## config.mk

```make
export PLATFORM = sky130hd
export DESIGN_NAME = axis_sync_fifo_flat
export DESIGN_NICKNAME = d
export VERILOG_FILES = /design/src/rtl/axis_fifo_pkg.sv /design/src/rtl/axis_sync_fifo_if.sv /design/src/rtl/axis_fifo_mem.sv /design/src/rtl/axis_sync_fifo.sv /design/src/flat_wrapper.sv
export SDC_FILE = /design/constraint.sdc
export NUM_CORES = 1
export LEC_CHECK = 0
export CORE_MARGIN = 3
export CORE_UTILIZATION = 53
export CTS_CLUSTER_SIZE = 30
export DETAILED_ROUTE_END_ITERATION = 10
export PLACE_DENSITY = 0.83
export SLEW_MARGIN = 10
export SYNTH_ARGS = -nofsm -noshare
export SYNTH_HDL_FRONTEND = slang
export SYNTH_SLANG_ARGS = --single-unit
```

## constraint.sdc

```tcl
create_clock -name clk -period 3.7 [get_ports clk]
set_input_delay 0.555 -clock clk [delete_from_list [all_inputs] [get_ports clk]]
set_output_delay 0.555 -clock clk [all_outputs]
set_load 0.03 [all_outputs]
```

## src/rtl/axis_fifo_pkg.sv

```systemverilog
// Shared definitions for the AXI-Stream FIFO family.
//   AXIS_FIFO_ENTRY_T(DW) : packed storage entry {last, data[DW-1:0]}
//   level_width()         : width of fill-level / packet counters (AWIDTH+1)
//   entry_width()         : bit width of one stored entry (DWIDTH+1)
//   rel_state_e           : packet-mode release state, exported for debug
`define AXIS_FIFO_ENTRY_T(DW) struct packed { logic last; logic [(DW)-1:0] data; }

package axis_fifo_pkg;

  // REL_STORE: store-and-forward, output waits for a complete packet.
  // REL_DRAIN: an oversized packet filled the FIFO and drains cut-through.
  typedef enum logic {
    REL_STORE = 1'b0,
    REL_DRAIN = 1'b1
  } rel_state_e;

  // Counters must represent 0..DEPTH inclusive, hence one extra bit.
  function automatic int level_width(input int awidth);
    return awidth + 1;
  endfunction

  function automatic int entry_width(input int dwidth);
    return dwidth + 1;
  endfunction

endpackage

```

## src/rtl/axis_sync_fifo_if.sv

```systemverilog
// AXI-Stream bundle (tdata/tvalid/tready/tlast).
// Handshake: a beat transfers on a rising clock edge where tvalid and tready
// are both high; the master holds tdata/tlast stable while tvalid is high and
// tready is low.
//   master modport : drives tdata, tvalid, tlast; samples tready
//   slave modport  : samples tdata, tvalid, tlast; drives tready
interface axis_sync_fifo_if #(
  parameter int DWIDTH = 8
) ();
  logic [DWIDTH-1:0] tdata;
  logic              tvalid;
  logic              tready;
  logic              tlast;

  modport master (output tdata, output tvalid, output tlast, input tready);
  modport slave  (input tdata, input tvalid, input tlast, output tready);
endinterface

```

## src/rtl/axis_fifo_mem.sv

```systemverilog
// DEPTH x WIDTH register array, one clocked write port and one asynchronous
// read port. No reset: contents are only meaningful where pointers say so.
//   clk     : write clock
//   we_i    : write enable
//   waddr_i : write address
//   wdata_i : write data
//   raddr_i : read address
//   rdata_o : read data, combinational from raddr_i
module axis_fifo_mem #(
  parameter int AWIDTH = 4,
  parameter int WIDTH  = 9
) (
  input  logic              clk,
  input  logic              we_i,
  input  logic [AWIDTH-1:0] waddr_i,
  input  logic [WIDTH-1:0]  wdata_i,
  input  logic [AWIDTH-1:0] raddr_i,
  output logic [WIDTH-1:0]  rdata_o
);
  localparam int DEPTH = 1 << AWIDTH;

  logic [WIDTH-1:0] mem_q [DEPTH];

  always_ff @(posedge clk) begin
    if (we_i) begin
      mem_q[waddr_i] <= wdata_i;
    end
  end

  assign rdata_o = mem_q[raddr_i];
endmodule

```

## src/rtl/axis_sync_fifo.sv

```systemverilog
// Single-clock AXI-Stream FIFO with registered fill level, programmable
// almost-full/almost-empty thresholds, complete-packet counting and an
// optional store-and-forward packet mode.
//   clk, res            : clock, synchronous active-high reset
//   s_axis (slave)      : write stream; tready = !full
//   m_axis (master)     : read stream, first-word-fall-through head entry
//   af_thresh/ae_thresh : almost-full / almost-empty thresholds
//   level, pkt_count    : stored entries, stored tlast beats
//   full, empty, almost_full, almost_empty : registered level flags
//   pkt_oversize        : sticky, packet mode had to release an incomplete packet
//   dbg_state_o         : packet-mode release state
module axis_sync_fifo
  import axis_fifo_pkg::*;
#(
  parameter int DWIDTH      = 8,
  parameter int AWIDTH      = 4,
  parameter int PACKET_MODE = 0
) (
  input  logic              clk,
  input  logic              res,
  axis_sync_fifo_if.slave   s_axis,
  axis_sync_fifo_if.master  m_axis,
  input  logic [AWIDTH:0]   af_thresh,
  input  logic [AWIDTH:0]   ae_thresh,
  output logic [AWIDTH:0]   level,
  output logic [AWIDTH:0]   pkt_count,
  output logic              full,
  output logic              empty,
  output logic              almost_full,
  output logic              almost_empty,
  output logic              pkt_oversize,
  output rel_state_e        dbg_state_o
);
  localparam int LW    = level_width(AWIDTH);
  localparam int EW    = entry_width(DWIDTH);
  localparam int DEPTH = 1 << AWIDTH;

  typedef `AXIS_FIFO_ENTRY_T(DWIDTH) entry_t;

  logic [AWIDTH-1:0] wptr_q, rptr_q;
  logic [LW-1:0]     level_q, level_d;
  logic [LW-1:0]     pkt_q, pkt_d;
  logic              full_q, empty_q, af_q, ae_q, ovs_q;
  rel_state_e        state_q;
  entry_t            wr_entry, rd_entry;
  logic              wr, rd, m_valid, rel_set;

  // tready depends only on registered state, never on m_axis.tready.
  assign s_axis.tready = !full_q;
  assign wr            = s_axis.tvalid & !full_q;
  assign wr_entry      = {s_axis.tlast, s_axis.tdata};

  axis_fifo_mem #(
    .AWIDTH (AWIDTH),
    .WIDTH  (EW)
  ) u_mem (
    .clk     (clk),
    .we_i    (wr),
    .waddr_i (wptr_q),
    .wdata_i (wr_entry),
    .raddr_i (rptr_q),
    .rdata_o (rd_entry)
  );

  // Cut-through presents any stored beat; packet mode additionally needs a
  // complete packet stored or an oversize release in progress.
  assign m_valid = !empty_q &
                   ((PACKET_MODE == 0) | (pkt_q != '0) | (state_q == REL_DRAIN));
  assign rd      = m_valid & m_axis.tready;

  assign m_axis.tvalid = m_valid;
  assign m_axis.tdata  = rd_entry.data;
  assign m_axis.tlast  = rd_entry.last;

  assign level_d = level_q + LW'(wr) - LW'(rd);
  assign pkt_d   = pkt_q + LW'(wr & s_axis.tlast) - LW'(rd & rd_entry.last);

  // Evaluated on next-state values so the release takes effect in the same
  // cycle the FIFO reports full with no complete packet.
  assign rel_set = (PACKET_MODE != 0) && (level_d == LW'(DEPTH)) && (pkt_d == '0);

  always_ff @(posedge clk) begin
    if (res) begin
      wptr_q  <= '0;
      rptr_q  <= '0;
      level_q <= '0;
      pkt_q   <= '0;
      full_q  <= 1'b0;
      empty_q <= 1'b1;
      af_q    <= 1'b0;
      ae_q    <= 1'b1;
      ovs_q   <= 1'b0;
      state_q <= REL_STORE;
    end else begin
      if (wr) wptr_q <= wptr_q + AWIDTH'(1);
      if (rd) rptr_q <= rptr_q + AWIDTH'(1);
      level_q <= level_d;
      pkt_q   <= pkt_d;
      full_q  <= (level_d == LW'(DEPTH));
      empty_q <= (level_d == '0);
      af_q    <= (level_d >= af_thresh);
      ae_q    <= (level_d <= ae_thresh);
      if (rel_set) ovs_q <= 1'b1;
      case (state_q)
        REL_STORE: if (rel_set) state_q <= REL_DRAIN;
        REL_DRAIN: if (!rel_set && rd && rd_entry.last) state_q <= REL_STORE;
        default:   state_q <= REL_STORE;
      endcase
    end
  end

  assign level        = level_q;
  assign pkt_count    = pkt_q;
  assign full         = full_q;
  assign empty        = empty_q;
  assign almost_full  = af_q;
  assign almost_empty = ae_q;
  assign pkt_oversize = ovs_q;
  assign dbg_state_o  = state_q;
endmodule

```

## src/flat_wrapper.sv

```systemverilog
// flat-port wrapper written by rule: the top's interface ports become plain ports
module axis_sync_fifo_flat import axis_fifo_pkg::*;
#(
  parameter int DWIDTH      = 8,
  parameter int AWIDTH      = 4,
  parameter int PACKET_MODE = 0
)
  (clk, res, af_thresh, ae_thresh, level, pkt_count, full, empty, almost_full, almost_empty, pkt_oversize, dbg_state_o, s_axis_tdata, s_axis_tvalid, s_axis_tlast, s_axis_tready, m_axis_tdata, m_axis_tvalid, m_axis_tlast, m_axis_tready);
  axis_sync_fifo_if #(.DWIDTH(DWIDTH)) s_axis_i ();
  axis_sync_fifo_if #(.DWIDTH(DWIDTH)) m_axis_i ();
  input  logic clk;
  input  logic res;
  input  logic [AWIDTH:0] af_thresh;
  input  logic [AWIDTH:0] ae_thresh;
  output logic [AWIDTH:0] level;
  output logic [AWIDTH:0] pkt_count;
  output logic full;
  output logic empty;
  output logic almost_full;
  output logic almost_empty;
  output logic pkt_oversize;
  output rel_state_e dbg_state_o;
  input wire logic [$bits(s_axis_i.tdata)-1:0] s_axis_tdata;
  input wire logic [$bits(s_axis_i.tvalid)-1:0] s_axis_tvalid;
  input wire logic [$bits(s_axis_i.tlast)-1:0] s_axis_tlast;
  output wire logic [$bits(s_axis_i.tready)-1:0] s_axis_tready;
  output wire logic [$bits(m_axis_i.tdata)-1:0] m_axis_tdata;
  output wire logic [$bits(m_axis_i.tvalid)-1:0] m_axis_tvalid;
  output wire logic [$bits(m_axis_i.tlast)-1:0] m_axis_tlast;
  input wire logic [$bits(m_axis_i.tready)-1:0] m_axis_tready;
  assign s_axis_i.tdata = s_axis_tdata;
  assign s_axis_i.tvalid = s_axis_tvalid;
  assign s_axis_i.tlast = s_axis_tlast;
  assign s_axis_tready = s_axis_i.tready;
  assign m_axis_tdata = m_axis_i.tdata;
  assign m_axis_tvalid = m_axis_i.tvalid;
  assign m_axis_tlast = m_axis_i.tlast;
  assign m_axis_i.tready = m_axis_tready;
  axis_sync_fifo #(.DWIDTH(DWIDTH), .AWIDTH(AWIDTH), .PACKET_MODE(PACKET_MODE)) u_core (.clk(clk), .res(res), .s_axis(s_axis_i), .m_axis(m_axis_i), .af_thresh(af_thresh), .ae_thresh(ae_thresh), .level(level), .pkt_count(pkt_count), .full(full), .empty(empty), .almost_full(almost_full), .almost_empty(almost_empty), .pkt_oversize(pkt_oversize), .dbg_state_o(dbg_state_o));
endmodule
```

=== After elaboration in Yosys (flattened, before gate mapping) ===
Memories as Yosys holds them, arrays and structs flattened. A register that Yosys moved wholly into a read port is not among the register bits.
Cells that the tools add are included.

* Word-level logic and storage cells: 34
* Output and inout port bits: 27
* Bits in writable memories: 144
* Bits in registers: 23
* Bits of input ports: 23
* Memories kept: 1

{| class="wikitable"
|+ Memory list
! name !! depth !! bits a word !! read ports !! clocked after memory_dff !! write ports !! RTL line !! source
|-
| u_core.u_mem.mem_q || 16 || 9 || 1 || 1 || 1 || axis_fifo_mem.sv:22 || <nowiki>logic [WIDTH-1:0] mem_q [DEPTH];</nowiki>
|}

* Order comparisons: 2
* Muxes and demuxes: 6
* Equality and inequality tests: 1
* Reductions and logical operators: 4
* Bitwise gates (word level): 5
* $add $sub $neg: 6

{| class="wikitable"
|+ Operators with widths
! cell !! number
|-
| adder 4 x 1 -> 4 bit, second input constant || 2
|-
| 2-to-1 mux 4 bit || 2
|-
| adder 5 x 1 -> 5 bit || 1
|-
| adder 5 bit || 1
|-
| equality test 5 bit, second input constant || 1
|-
| greater-or-equal comparator 5 bit || 1
|-
| less-or-equal comparator 5 bit || 1
|-
| zero test 5 bit || 1
|-
| subtractor 5 x 1 -> 5 bit || 1
|-
| subtractor 5 bit || 1
|-
| bitwise AND 1 bit || 4
|-
| 2-to-1 mux 1 bit || 3
|-
| zero test 1 bit || 2
|-
| case mux 1 bit (2 select lines) || 1
|-
| logical AND 1 bit || 1
|-
| NOT 1 bit || 1
|}

=== Longest topological paths before layout ===
* Depth in word-level cells: 5
* Depth in mapped cells: 15

=== By module ===
Synthesis repeated with hierarchy kept, for this count alone.

* Cells, all modules: 395
* Area total of the unflattened synthesis: 6980.4 um^2

{| class="wikitable"
|+ By module, submodules not included
! module !! area an instance (um^2) !! cells an instance !! instances
|-
| axis_fifo_mem || 5600.4 || 245 || 1
|-
| axis_sync_fifo || 1380.1 || 150 || 1
|}

=== Least setup slack after synthesis ===
OpenSTA, ideal clock, no wires.

* Kind: input -> register
* Start point: input port m_axis_tready
* End point: register u_core.ae_q, in the netlist u_core.almost_empty
* Library setup time: 0.137 ns
* Stages: 15
* Path slack: 0.215 ns
* Arrival time: 3.348 ns
* Cells stage by stage: nor2b_1 > clkbuf_1 > ha_1 > inv_1 > ha_1 > fa_1 > a21o_1 > a21oi_1 > xnor2_1 > inv_1 > ha_1 > and4b_1 > o31ai_1 > o311ai_0 > o211ai_1

* Cells in the longest elaborated chain, start to end: 3

{| class="wikitable"
|+ RTL lines
! what !! RTL line !! source
|-
| start, declared || flat_wrapper.sv:30 || <nowiki>input wire logic [$bits(m_axis_i.tready)-1:0] m_axis_tready;</nowiki>
|-
| bitwise AND 1 bit || axis_sync_fifo.sv:69 || <nowiki>assign rd = m_valid & m_axis.tready;</nowiki>
|-
| named net u_core.rd || axis_sync_fifo.sv:46 || <nowiki>logic wr, rd, m_valid, rel_set;</nowiki>
|-
| subtractor 5 x 1 -> 5 bit || axis_sync_fifo.sv:75 || <nowiki>assign level_d = level_q + LW'(wr) - LW'(rd);</nowiki>
|-
| named net u_core.level_d[4] || axis_sync_fifo.sv:41 || <nowiki>logic [LW-1:0] level_q, level_d;</nowiki>
|-
| less-or-equal comparator 5 bit || axis_sync_fifo.sv:102 || <nowiki>ae_q <= (level_d <= ae_thresh);</nowiki>
|-
| end signal, assigned || axis_sync_fifo.sv:102 ||
|-
| end, declared || axis_sync_fifo.sv:43 || <nowiki>logic full_q, empty_q, af_q, ae_q, ovs_q;</nowiki>
|}

The timed path passes the listed nets, and every way through them passes these cells.
A chain may end at the register's enable or synchronous reset.

==> results.sh <==
export IMPL_synthCells=397
export IMPL_root_buffer="clkbuf_16"
export IMPL_core_rowCount=41
export IMPL_cpPeakStageDelay_ns=0.62
export IMPL_critPathLaunchType="register"
export IMPL_gp_congestion=0.7721
export IMPL_htreeDepth=4
export IMPL_first_pass_iters=5
export IMPL_drt_wirelength_per_cell_um=21.14
export IMPL_status="completed"
export IMPL_cp_required_ns=3.14
export IMPL_die_x_um=122.1
export IMPL_postLayoutCoreUtil=0.6567
export IMPL_path_clk_slew_ns=0.06
export IMPL_clk_latency_ns=0.42
export IMPL_io_pins=50
export IMPL_synth_edf_count=144
export IMPL_synthTopCellsByArea="edfxtp_1 60%, dfxtp_1 7.6%, mux4_2 7.6%, mux4_1 7.4%, ha_1 4.0%"
export IMPL_grt_ovfl_total=0
export IMPL_slowest_stage="clkdlybuf4s50_1"
export IMPL_syn_area_um2=7148
export IMPL_fmax_mhz=288.4
export IMPL_ys_ff_latch=171
export IMPL_slew_viol_final=0
export IMPL_place_area_um2=7923
export IMPL_start_util=0.5551
export IMPL_final_fill_count=843
export IMPL_dieHeight_um=122.1
export IMPL_diodes=0
export IMPL_antenna_found_initial=0
export IMPL_drtIter0Drc=377
export IMPL_syn_to_final_growth_pct=18.29
export IMPL_endpoint_kind="primary output"
export IMPL_die_area_um2=14920
export IMPL_drc=0
export IMPL_avgSynthCellArea_um2=18.01
export IMPL_synth_warnings=0
export IMPL_nNetsFinal=520
export IMPL_synthTopCellsByCount="144 x edfxtp_1, 33 x nor2_1, 31 x inv_1"
export IMPL_ant_nets=0
export IMPL_core_area_um2=12880
export IMPL_ir_worst_vdd_mv=0.6641
export IMPL_hold_viol_final=0
export IMPL_synthDistinctLibCells=43
export IMPL_worst_slew_margin_rel=0.5833
export IMPL_io_buffers=48
export IMPL_grt_max_degree=34
export IMPL_async_flop_share=0
export IMPL_cts_resized_gates=0
export IMPL_ys_seq_area_frac=0.6806
export IMPL_drive_gt1_frac=0.1653
export IMPL_finalSetupViolCount=0
export IMPL_grt_pass1_vias=3910
export IMPL_hold_buffers=0
export IMPL_hold_class="reg -> reg"
export IMPL_dpl_hpwl_um=8762
export IMPL_worstMarginPinSlew_ns=0.6227
export IMPL_yosys_area_top_type="edfxtp_1"
export IMPL_drv_cap=0
export IMPL_syn_num_nets=445
export IMPL_grt_use_total=0.2005
export IMPL_synth_top_area_frac=0.6049
export IMPL_postCtsSetupBuffers=0
export IMPL_synth_most_common_cell="edfxtp_1"
export IMPL_clock_sinks=171
export IMPL_final_area_um2=8456
export IMPL_worstPathCellList="buf_12 > mux4_1 > mux4_2 > clkdlybuf4s50_1"
export IMPL_power_density_nw_per_um2=661.8
export IMPL_viasPerCell=5.758
export IMPL_cts_tree="yes"
export IMPL_clk_path_buf_depth=2
export IMPL_cp_arrival_ns=2.91
export IMPL_rsz0062_at_grt="false"
export IMPL_power_leakage_nw=2.956
export IMPL_finClkSkew_ns=0.007718
export IMPL_critPathMaxFanout=29
export IMPL_numCtsBuffers=17
export IMPL_postRouteWirelength_um=13870
export IMPL_period_share=0.9372
export IMPL_synth_ff_type="edfxtp_1"
export IMPL_fin_crit_ns=3.468
export IMPL_num_vias=3777
export IMPL_stdcell_count=656
export IMPL_placedCellCount=625
export IMPL_grt_pass1_wl_um=21470
export IMPL_worstSetupPathType="reg -> out"
## sequential cells by signal, indices dropped and copies added, names as in the netlist, named ones only
signal and flops:
u_core.almost_empty 1, u_core.almost_full 1, u_core.dbg_state_o 1, u_core.empty 1
u_core.full 1, u_core.level 5, u_core.pkt_count 5, u_core.rptr_q 4
u_core.u_mem.mem_q 144, u_core.wptr_q 4
## layout by cell type, fill, tap and decap left out, types with 17 or more instances in the layout
master             n
buf_4             25
ha_1              23
nor2_1            33
inv_1             31
dfxtp_1           26
clkdlybuf4s50_1   48
clkbuf_16         17
mux4_2            24
mux4_1            20
edfxtp_1         144
## cell type report
class,count,area [um2],share of cell area
clock inverter,13,103.9,0.01228
timing repair buffer,74,688.2,0.08139
clock buffer,18,429.2,0.05075
multi-input combinational,177,2037,0.2409
sequential,171,4866,0.5755
inverter,31,116.4,0.01376
tap,172,215.2,0.02545
## critical path: cells and delay by family, from the launching register on
kind     cells  cell delay [ns]
buf+inv      2             0.89
mux          2             1.09
flops        1             0.48
## power breakdown
group,internal (mW),total (mW),switching (mW)
clock network,0.912,1.60,0.690
registers,2.21,2.28,0.0740
logic,0.811,1.71,0.899
## cells by family (layout without fill, tap and decap cells)
group                      Yosys count  after routing  synth area share
AOI/OAI and AO/OA                   19             19           0.01838
xor gates and xnor gates            12             12           0.01663
adders and majority gates           25             25           0.04586
buffers and inverters               49            136           0.03448
DFF                                171            171            0.6806
muxes                               48             48            0.1547
other                                1              1         0.0005246
and+or+nand+nor                     72             72           0.04884
## per-stage QoR
stage / total power [mW] / setup WS [ns] / TNS, ns / hold WS [ns]
3_5_place_dp: 4.016 / -0.1302 / -0.1418 / 0.4334
3_3_place_gp: 3.930 / 0.01356 / 0 / 0.4277
2_1_floorplan: 3.457 / 0.2146 / 0 / 0.4725
6_report: 5.596 / 0.2325 / 0 / 0.4389
4_1_cts: 5.622 / 0.1920 / 0 / 0.4418
5_1_grt: 5.881 / 0.06218 / 0 / 0.4967
## path summary, 6_finish.rpt
| kind | start | to | slack, ns | cells past startpoint |
|---|---|---|---|---|
| min reg2reg | u_core.dbg_state_o | u_core.dbg_state_o | 0.44 | 2 |
| max reg2reg | register | u_core.pkt_count[4] | 0.41 | 13 |
| min | u_core.dbg_state_o | u_core.dbg_state_o | 0.44 | 2 |
| max | register | m_axis_tdata[7] | 0.23 | 4 |
## metal layers
layer  track usage  vias up  part of all wire
li1              -     1683                 -
met1        0.2514     1932              0.40
met2        0.3394      142              0.52
met3       0.05617       20             0.057
met4       0.06718        0             0.019
met5             0        -                 0
No activity file was read; power rests on OpenSTA's default activity.
